File: src/rtl/frame_buffer_ctrl_pkg.sv
// Shared types for the framebuffer controller: FSM encoding,
// write-FIFO entry layout and pixel address arithmetic.
package frame_buffer_ctrl_pkg;

  localparam logic [1:0] ST_IDLE  = 2'd0;
  localparam logic [1:0] ST_WRITE = 2'd1;
  localparam logic [1:0] ST_READ  = 2'd2;

  typedef struct packed {
    logic [31:0] addr;
    logic [15:0] color;
  } fb_entry_t;

  // Byte address of a 16-bit pixel, evaluated at 32 bits
  function automatic logic [31:0] fb_addr(
    input logic [31:0] base,
    input logic [15:0] x,
    input logic [15:0] y,
    input logic [31:0] width
  );
    return base + ((32'(x) + width * 32'(y)) << 1);
  endfunction

endpackage

File: src/rtl/frame_buffer_ctrl_fifo.sv
// Pixel write FIFO: power-of-two depth, registered occupancy count.
// Push when full and pop when empty are ignored.
module fb_write_fifo
  import frame_buffer_ctrl_pkg::*;
#(
  parameter int DEPTH = 8
) (
  input  logic                   clk,
  input  logic                   reset,
  input  logic                   push,
  input  fb_entry_t              din,
  input  logic                   pop,
  output fb_entry_t              dout,
  output logic                   full,
  output logic                   empty,
  output logic [$clog2(DEPTH):0] count
);

  localparam int AW = $clog2(DEPTH);
  localparam int CW = AW + 1;

  fb_entry_t      mem [DEPTH];
  logic [AW-1:0]  wr_ptr;
  logic [AW-1:0]  rd_ptr;
  logic           do_push;
  logic           do_pop;

  assign full    = (count == CW'(DEPTH));
  assign empty   = (count == '0);
  assign do_push = push & ~full;
  assign do_pop  = pop & ~empty;
  assign dout    = mem[rd_ptr];

  always_ff @(posedge clk) begin
    if (do_push) mem[wr_ptr] <= din;
  end

  always_ff @(posedge clk) begin
    if (reset) begin
      wr_ptr <= '0;
      rd_ptr <= '0;
      count  <= '0;
    end else begin
      if (do_push) wr_ptr <= wr_ptr + AW'(1);
      if (do_pop)  rd_ptr <= rd_ptr + AW'(1);
      unique case ({do_push, do_pop})
        2'b10:   count <= count + CW'(1);
        2'b01:   count <= count - CW'(1);
        default: count <= count;
      endcase
    end
  end

endmodule

File: src/rtl/frame_buffer_ctrl.sv
// Framebuffer memory arbiter: queued pixel writes, prioritised scanout
// reads, swap barrier. FB_DOUBLE_BUFFER_EN enables front/back buffers.
module frame_buffer_ctrl
  import frame_buffer_ctrl_pkg::*;
#(
  parameter int          FB_WIDTH   = 400,
  parameter int          FB_HEIGHT  = 240,
  parameter int          FIFO_DEPTH = 8,
  parameter logic [31:0] BASE_ADDR0 = 32'h0000_0000,
  parameter logic [31:0] BASE_ADDR1 = 32'h0002_EE00
) (
  input  logic        clk,
  input  logic        reset,
  input  logic [15:0] fb_x,
  input  logic [15:0] fb_y,
  input  logic [15:0] fb_color,
  input  logic        fb_write,
  input  logic [15:0] scan_x,
  input  logic [15:0] scan_y,
  input  logic        scan_read,
  output logic [15:0] scan_color,
  output logic        scan_valid,
  input  logic        swap,
  output logic        swap_done,
  output logic        front_buffer,
  output logic [31:0] mem_addr,
  output logic [15:0] mem_wdata,
  output logic        mem_we,
  output logic        mem_req,
  input  logic [15:0] mem_rdata,
  input  logic        mem_ack,
  output logic        overflow,
  output logic        busy
);

  localparam logic [15:0] W16 = 16'(FB_WIDTH);
  localparam logic [15:0] H16 = 16'(FB_HEIGHT);
  localparam logic [31:0] W32 = 32'(FB_WIDTH);

  logic [1:0]  state;
  logic        swap_q;
  logic        swap_pend;
  logic        scan_pend;
  logic [31:0] scan_addr;
  logic [31:0] front_base;
  logic [31:0] back_base;
  logic [31:0] rd_addr;
  logic        in_bounds;
  logic        rd_req;
  logic        drained;
  logic        push;
  logic        pop;
  fb_entry_t   fifo_din;
  fb_entry_t   fifo_dout;
  logic        fifo_full;
  logic        fifo_empty;
  logic [$clog2(FIFO_DEPTH):0] fifo_count;

  assign front_base = front_buffer ? BASE_ADDR1 : BASE_ADDR0;
`ifdef FB_DOUBLE_BUFFER_EN
  assign back_base  = front_buffer ? BASE_ADDR0 : BASE_ADDR1;
`else
  assign back_base  = BASE_ADDR0;
`endif

  assign in_bounds = (fb_x < W16) && (fb_y < H16);
  assign push      = fb_write & in_bounds & ~fifo_full;
  assign pop       = (state == ST_WRITE) & mem_ack;
  assign fifo_din  = '{addr:  fb_addr(back_base, fb_x, fb_y, W32),
                       color: fb_color};

  // A fresh scan_read bypasses the pending latch to save a cycle
  assign rd_req  = scan_pend | scan_read;
  assign rd_addr = scan_pend ? scan_addr
                             : fb_addr(front_base, scan_x, scan_y, W32);
  assign drained = (state == ST_IDLE) & fifo_empty & ~scan_pend;
  assign busy    = (fifo_count != '0) | scan_pend | swap_pend
                 | (state != ST_IDLE);

  fb_write_fifo #(
    .DEPTH(FIFO_DEPTH)
  ) u_fifo (
    .clk  (clk),
    .reset(reset),
    .push (push),
    .din  (fifo_din),
    .pop  (pop),
    .dout (fifo_dout),
    .full (fifo_full),
    .empty(fifo_empty),
    .count(fifo_count)
  );

  always_ff @(posedge clk) begin
    if (reset) begin
      state        <= ST_IDLE;
      swap_q       <= 1'b0;
      swap_pend    <= 1'b0;
      swap_done    <= 1'b0;
      front_buffer <= 1'b0;
      scan_pend    <= 1'b0;
      scan_addr    <= '0;
      scan_color   <= '0;
      scan_valid   <= 1'b0;
      mem_req      <= 1'b0;
      mem_we       <= 1'b0;
      mem_addr     <= '0;
      mem_wdata    <= '0;
      overflow     <= 1'b0;
    end else begin
      swap_q     <= swap;
      swap_done  <= 1'b0;
      scan_valid <= 1'b0;
      if (fb_write & in_bounds & fifo_full) overflow <= 1'b1;
      if (scan_read & ~scan_pend) begin
        scan_pend <= 1'b1;
        scan_addr <= rd_addr;
      end
      if (swap_pend & drained) begin
        swap_pend <= 1'b0;
        swap_done <= 1'b1;
`ifdef FB_DOUBLE_BUFFER_EN
        front_buffer <= ~front_buffer;
`endif
      end
      if (swap & ~swap_q) swap_pend <= 1'b1;
      unique case (state)
        ST_IDLE: begin
          if (rd_req) begin
            state    <= ST_READ;
            mem_req  <= 1'b1;
            mem_we   <= 1'b0;
            mem_addr <= rd_addr;
          end else if (~fifo_empty) begin
            state     <= ST_WRITE;
            mem_req   <= 1'b1;
            mem_we    <= 1'b1;
            mem_addr  <= fifo_dout.addr;
            mem_wdata <= fifo_dout.color;
          end
        end
        ST_WRITE: begin
          if (mem_ack) begin
            state   <= ST_IDLE;
            mem_req <= 1'b0;
            mem_we  <= 1'b0;
          end
        end
        ST_READ: begin
          if (mem_ack) begin
            state      <= ST_IDLE;
            mem_req    <= 1'b0;
            scan_color <= mem_rdata;
            scan_valid <= 1'b1;
            scan_pend  <= 1'b0;
          end
        end
        default: begin
          state   <= ST_IDLE;
          mem_req <= 1'b0;
          mem_we  <= 1'b0;
        end
      endcase
    end
  end

endmodule
File: config.mk
export PLATFORM = sky130hd
export DESIGN_NAME = frame_buffer_ctrl
export DESIGN_NICKNAME = d
export VERILOG_FILES = /design/src/rtl/frame_buffer_ctrl_pkg.sv /design/src/rtl/frame_buffer_ctrl_fifo.sv /design/src/rtl/frame_buffer_ctrl.sv
export SDC_FILE = /design/constraint.sdc
export NUM_CORES = 1
export LEC_CHECK = 0
export BUFFER_PORTS_ARGS = -buffer_cell sky130_fd_sc_hd__buf_2
export CORE_UTILIZATION = 60
export CTS_CLUSTER_SIZE = 30
export DETAILED_ROUTE_END_ITERATION = 10
export PLACE_DENSITY = 0.8
export SLEW_MARGIN = 25
export SYNTH_ARGS = -nofsm -noshare
export SYNTH_HDL_FRONTEND = slang
export SYNTH_HIERARCHICAL = 1
export SYNTH_SLANG_ARGS = --single-unit
File: constraint.sdc
create_clock -name clk -period 7.03 [get_ports clk]
set_clock_uncertainty 0.2 [all_clocks]
set_input_delay 0.703 -clock clk [delete_from_list [all_inputs] [get_ports clk]]
set_output_delay 0.703 -clock clk [all_outputs]
set_load 0.01 [all_outputs]
==> results.json, run 1 <==
{
  "cts_made_buffers": 48,
  "synth.mux.area_fraction": 0.127,
  "cts_root_buf": "clkbuf_16",
  "rows": 73,
  "cp_max_fo": 8,
  "outcome": "completed",
  "placement.io_buffers": 171,
  "crit_path_end_kind": "flip-flop",
  "grt_pass1_vias": 15200,
  "die_h_microns": 203,
  "dr.first_iter.drc_count": 1175,
  "cts_tree": "done",
  "synth_area_per_cell_sq_um": 14.0,
  "final_cells": 2523,
  "die_x_microns": 203,
  "start_util": 0.610,
  "pin_count": 173,
  "clkLatencyLatePin_ns": 0.57,
  "ys_seq_area_frac": 0.572,
  "avgRoutedWirePerCell_microns": 21.2,
  "reg2reg_depth": 7,
  "final.setup.tns_ns": 0,
  "peakVddDrop_v": 0.000178,
  "worst_slew_pin_slew_ns": 1.07,
  "finalCritPeriodShare": 0.708,
  "cts.htree.levels": 2,
  "ys_ff_latch": 503,
  "synthArstFlopShare": 0,
  "syn_area_sq_um": 24300,
  "pre_cts_ws_ns": 1.51,
  "finalWirelength_microns": 53600,
  "setup_slack_ns": 2.05,
  "syn_inst": 1737,
  "p_per_area_nw_per_um2": 290,
  "hold_viol": 0,
  "yosys_warnings": 6,
  "drtAntennaViolNets": 0,
  "drv_slew": 0,
  "fin_crit_ns": 4.98,
  "fmax_mhz": 201,
  "area.growth.synth_to_final_pct": 13.0,
  "layout_commonest_cell": "edfxtp_1",
  "synth_fa_ha_area_frac": 0.0943,
  "via_count": 15100,
  "drive_above_1_share": 0.208,
  "synth_edf_count": 384,
  "grt_usage": 0.260,
  "required_ns": 7.12,
  "core_sq_um": 39900,
  "synth_top_family_by_area": "multiplexers",
  "post-route-drc-count": 0,
  "clock-sinks": 503,
  "dp.cells": 2432,
  "fin_total_pwr_mw": 7.99,
  "viasPerCell": 6.00,
  "maxCapViolCount": 0,
  "p_leak_nw": 10.5,
  "firstDrtPassIters": 6,
  "antenna_found_initial": 1,
  "grt_pass1_wl_microns": 82300,
  "place_hpwl_microns": 33700,
  "nNetsFinal": 2229,
  "synth-simple-area-share": 0.0670,
  "crit_type": "in -> reg",
  "path_clk_slew_ns": 0.06,
  "layout_common_cells": "edfxtp_1 (384), buf_2 (170), nand2_1 (154)",
  "grt_max_degree": 103,
  "synth_cell_types": 86,
  "synth_ff_type": "edfxtp_1",
  "synth-xor-area-share": 0.0227,
  "holdPathStages": 2,
  "arrival_ns": 5.07,
  "setup_viol": 0,
  "gp_congestion": 0.890,
  "die-area_sq_um": 41400,
  "startpoint_type": "primary input",
  "ctsHoldBuffers": 0,
  "synth-compound-area-share": 0.0796,
  "hold_path_class": "in -> reg",
  "grt-ovfl-total": 0,
  "max_slew_margin": 0.287,
  "cts_resized": 0,
  "cts_setup_buffers": 0,
  "rsz0062_at_grt": "false",
  "cts_buffer_depth": 3
}
[metal layers]
metal,GRT usage,routed length [microns]
met5,0,0
met4,0.0744,1130
met3,0.0292,3170
met2,0.456,26800
met1,0.344,22400
[critical path, cell delays in order]
cell and delay [ns]:
buf_2 0.12, ha_1 0.30, ha_1 0.29, fa_1 0.44
ha_1 0.35, a211o_1 0.33, a21oi_1 0.20, o21bai_1 0.10
xor2_1 0.15, ha_1 0.30, nor2b_1 0.22, nand2_1 0.08
o21ai_1 0.22, or4b_2 0.64, nand2b_1 0.18, xnor2_1 0.45
[final timing paths]
kind | start | end | slack, ns
setup reg to reg | u_fifo/count[1] | u_fifo/mem[4][21] | 3.62
hold reg to reg | mem_addr[1] | mem_addr[1] | 0.25
hold / removal | mem_rdata[5] | scan_color[5] | 0.15
setup / recovery | fb_y[2] | u_fifo/mem[4][37] | 2.05
[power by group]
group | internal [mW] | switching [mW] | leakage, nW
combinational | 0.633 | 1.15 | 5.31
clock | 1.60 | 1.07 | 0.786
sequential | 3.50 | 0.0354 | 4.43
total | 5.74 | 2.26 | 10.5
[registers in the layout, summed over array words and instances, names as in the netlist, 2 cells and up, named ones only]
| register | cells |
|---|---|
| mem_addr | 32 |
| mem_wdata | 16 |
| scan_addr | 32 |
| scan_color | 16 |
| state | 2 |
| u_fifo/count | 4 |
| u_fifo/mem | 384 |
| u_fifo/rd_ptr | 3 |
| u_fifo/wr_ptr | 3 |
[Yosys cell counts, types with 32 or more instances]
| library cell | count | area (sq um) |
|---|---|---|
| edfxtp_1 | 384 | 11500 |
| nand2_1 | 154 | 578 |
| ha_1 | 145 | 1810 |
| inv_1 | 122 | 458 |
| dfxtp_1 | 119 | 2380 |
| a21oi_1 | 116 | 581 |
| nor2_1 | 86 | 323 |
| mux4_2 | 73 | 1640 |
| mux2_4 | 40 | 601 |
| clkbuf_1 | 37 | 139 |
| o21ai_0 | 37 | 185 |
| xnor2_1 | 32 | 280 |
[logic make-up (layout without fill, tap and decap cells)]
logic type,after synthesis,in the layout
flip-flops,503,503
AND/OR/NAND/NOR,355,355
AO/OA/AOI/OAI,293,293
buffers and inverters,193,404
adder cells (fa/ha/maj),169,169
multiplexers,160,160
XOR/XNOR,63,63
other,1,51
[area by class of cell]
class | count | area [sq um]
flip-flops and latches | 503 | 13900
well taps | 525 | 657
repair buffers | 193 | 1060
fillers | 2603 | 12400
diodes | 2 | 5.00
clock inverters | 25 | 337
multi-input cells | 1089 | 9770
inverters | 123 | 462
clock buffers | 63 | 1300
[metrics by stage]
stage | util | cell area (sq um) | hold WS (ns)
2_1_floorplan | - | 24500 | 0.230
3_3_place_gp | 0.647 | 25800 | 0.241
3_5_place_dp | 0.647 | 25800 | 0.246
4_1_cts | 0.688 | 27500 | 0.140
5_1_grt | 0.689 | 27500 | 0.132
6_report | 0.689 | 27500 | 0.153
Power figures use the tool's default switching activity.
==> run 2: changes to the inputs <==
--- a/config.mk
+++ b/config.mk
@@ -5,11 +5,12 @@
 export SDC_FILE = /design/constraint.sdc
 export NUM_CORES = 1
 export LEC_CHECK = 0
+export ABC_AREA = 1
 export BUFFER_PORTS_ARGS = -buffer_cell sky130_fd_sc_hd__buf_2
-export CORE_UTILIZATION = 60
+export CORE_UTILIZATION = 55
 export CTS_CLUSTER_SIZE = 30
 export DETAILED_ROUTE_END_ITERATION = 10
-export PLACE_DENSITY = 0.8
+export PLACE_DENSITY = 0.78
 export SLEW_MARGIN = 25
 export SYNTH_ARGS = -nofsm -noshare
 export SYNTH_HDL_FRONTEND = slang
==> constraint.sdc (replaced) <==
create_clock -name clk -period 4.4 [get_ports clk]
set_clock_uncertainty 0.2 [all_clocks]
set_input_delay 0.44 -clock clk [delete_from_list [all_inputs] [get_ports clk]]
set_output_delay 0.44 -clock clk [all_outputs]
set_load 0.01 [all_outputs]
==> results.json, run 2 <==
{
  "yosys_warnings": 6,
  "seq_area_sq_um": 13900,
  "ys_ff_latch": 503,
  "critPathMostFrequentCell": "ha_1",
  "die_h_microns": 214,
  "cts_root_buf": "clkbuf_16",
  "fmax_mhz": 235,
  "finalWirelength_microns": 58200,
  "synth_ff_type": "edfxtp_1",
  "final_cell_area_sq_um": 29000,
  "ys_seq_area_frac": 0.561,
  "synth_edf_count": 384,
  "syn_inst": 2466,
  "cp_max_fo": 8,
  "dpl_cell_area_sq_um": 26900,
  "worst_path_max_delay_cell": "fa_1",
  "cp.buffers_inverters": 3,
  "clkLatencyLatePin_ns": 0.58,
  "setup_slack_ns": 0.153,
  "largest_register_ffs": 384,
  "grt_max_degree": 193,
  "seqPwrFrac": 0.433,
  "path_clk_slew_ns": 0.06,
  "antenna_found_initial": 1,
  "area.growth.synth_to_final_pct": 17.2,
  "whs_ns": 0.144,
  "cts_made_buffers": 48,
  "sw_frac_of_total": 0.293,
  "drtAntennaViolNets": 0,
  "arrival_ns": 4.46,
  "synth_area_per_cell_sq_um": 10.0,
  "drive_above_1_share": 0.143,
  "cts_tree": "done",
  "viasPerCell": 5.48,
  "pin_count": 173,
  "p_per_area_nw_per_um2": 453,
  "grt-ovfl-total": 0,
  "reg.largest.list": "u_fifo/mem (384), mem_addr (32), scan_addr (32)",
  "maxCapViolCount": 0,
  "hold_viol": 0,
  "yosys-top-cells-area": "edfxtp_1 (47%), dfxtp_1 (9.6%), ha_1 (7.3%), nand2_1 (6.7%), nor2_1 (4.4%)",
  "max_slew_margin": 0.261,
  "place_hpwl_microns": 36500,
  "grt_usage": 0.252,
  "registers.top_by_ff_count": "u_fifo/mem",
  "layout_common_cells": "nand2_1 (440), edfxtp_1 (384), nor2_1 (280)",
  "nNetsFinal": 3043,
  "outcome": "completed",
  "synth_top_area_frac": 0.465,
  "avgRoutedWirePerCell_microns": 17.1,
  "post-route-drc-count": 0,
  "core_sq_um": 44300,
  "required_ns": 4.61,
  "synth_top_area_cell": "edfxtp_1",
  "start_util": 0.559,
  "p_int_mw": 9.30,
  "worst_slew_pin_slew_ns": 1.11,
  "drv_slew": 0,
  "die-area_sq_um": 45900,
  "path_delay_family": "adder cells",
  "cts_buffer_depth": 3,
  "clock-sinks": 503,
  "placement.io_buffers": 171,
  "clkPwrFrac": 0.316,
  "yosysMostFrequentCell": "nand2_1",
  "dr.first_iter.drc_count": 1696,
  "startpoint_type": "primary input",
  "p_sw_mw": 3.85,
  "die_x_microns": 214,
  "firstDrtPassIters": 5,
  "finalCritPeriodShare": 0.965,
  "synthArstFlopShare": 0,
  "nFillCells": 3270,
  "rows": 77,
  "diodes": 0,
  "synth_cell_types": 55,
  "pre_cts_ws_ns": -0.547,
  "fin_crit_ns": 4.25,
  "via_count": 18600,
  "comb_power_share": 0.252,
  "hold_path_class": "in -> reg",
  "peakVddDrop_v": 0.000298,
  "syn_area_sq_um": 24800,
  "crit_path_end_kind": "flip-flop",
  "layout_commonest_cell": "nand2_1",
  "grt_pass1_wl_microns": 92600,
  "gp_congestion": 0.926,
  "crit_type": "in -> reg",
  "slowest_delay_ns": 0.47,
  "r2r_setup_slack_ns": 1.35,
  "synth_common_cells": "nand2_1 (444), edfxtp_1 (384), nor2_1 (292)",
  "grt_pass1_vias": 18600,
  "multi_input_area_sq_um": 9760,
  "cts.htree.levels": 2,
  "p_leak_nw": 12.2,
  "setup_viol": 0
}
[run 2: cell count changes after synthesis, sizes merged, moves of 21 or more]
cell	delta
clkbuf	+21
inv	+116
mux2	-49
mux2i	+33
mux4	-96
nand2	+295
nand3	+59
nor2	+212
o21ai	+210
o22ai	+42
[run 2: kinds of logic after synthesis]
family | after synthesis | share of synthesized area
XOR/XNOR | 52 | 0.0190
AND/OR/NAND/NOR | 863 | 0.141
other | 1 | 0.000151
multiplexers | 48 | 0.0194
adder cells (fa/ha/maj) | 169 | 0.0926
flip-flops | 503 | 0.561
buffers and inverters | 344 | 0.0582
AO/OA/AOI/OAI | 486 | 0.108
[run 2: power by group through the flow]
stage	clock network, mW	logic, mW	registers (mW)
floorplan	0	2.03	5.80
global placement	0	3.05	5.78
detailed placement	0	3.15	5.79
CTS	4.19	3.20	5.69
global route	4.38	3.69	5.69
finish	4.15	3.31	5.69
[run 2: tightest hold or removal path, delay by kind of cell]
kind / cells / cell delay, ns
buffers and inverters: 2 / 0.19
and+or+nand+nor: 2 / 0.20
AOI/OAI and AO/OA: 1 / 0.06
[run 2: per-stage QoR]
| stage | total power [mW] | std cells | utilization | TNS, ns |
|---|---|---|---|---|
| after floorplan | 7.83 | 2514 | - | 0 |
| after global placement | 8.83 | 3268 | 0.607 | -18.87 |
| after detailed placement | 8.93 | 3268 | 0.607 | -36.99 |
| final | 13.1 | 3401 | 0.655 | 0 |
| after global routing | 13.8 | 3401 | 0.655 | -0.932 |
| after CTS | 13.1 | 3397 | 0.653 | 0 |
[run 2: layout make-up]
type | count | share of cell area
repair buffers | 312 | 0.0730
clock buffers | 63 | 0.0451
well taps | 592 | 0.0255
multi-input cells | 1667 | 0.336
clock inverters | 24 | 0.00991
flip-flops and latches | 503 | 0.479
inverters | 240 | 0.0311
[run 2: routing by layer]
layer	vias to the layer above	GRT usage	wire, microns
met3	131	0.0441	4140
met4	2	0.103	1860
met5	-	0	7
met2	691	0.432	28400
met1	8823	0.316	23800
li1	8999	-	-
[run 2: what timing repair did]
| item | in CTS | in global routing |
|---|---|---|
| gates resized for setup | 0 | 18 |
| hold buffers | 42 | 0 |
| buffers inserted | 0 | 4 |
| setup endpoints to repair | 0 | 72 |
| hold endpoints to repair | 183 | 0 |
[run 2: worst paths after layout]
check / start / end / cells past startpoint
setup / recovery: fb_y[4] / u_fifo/mem[0][41] / 25
setup reg to reg: scan_pend / scan_addr[23] / 10
hold / removal: mem_ack / state[0] / 5
hold reg to reg: swap_q / swap_pend / 1
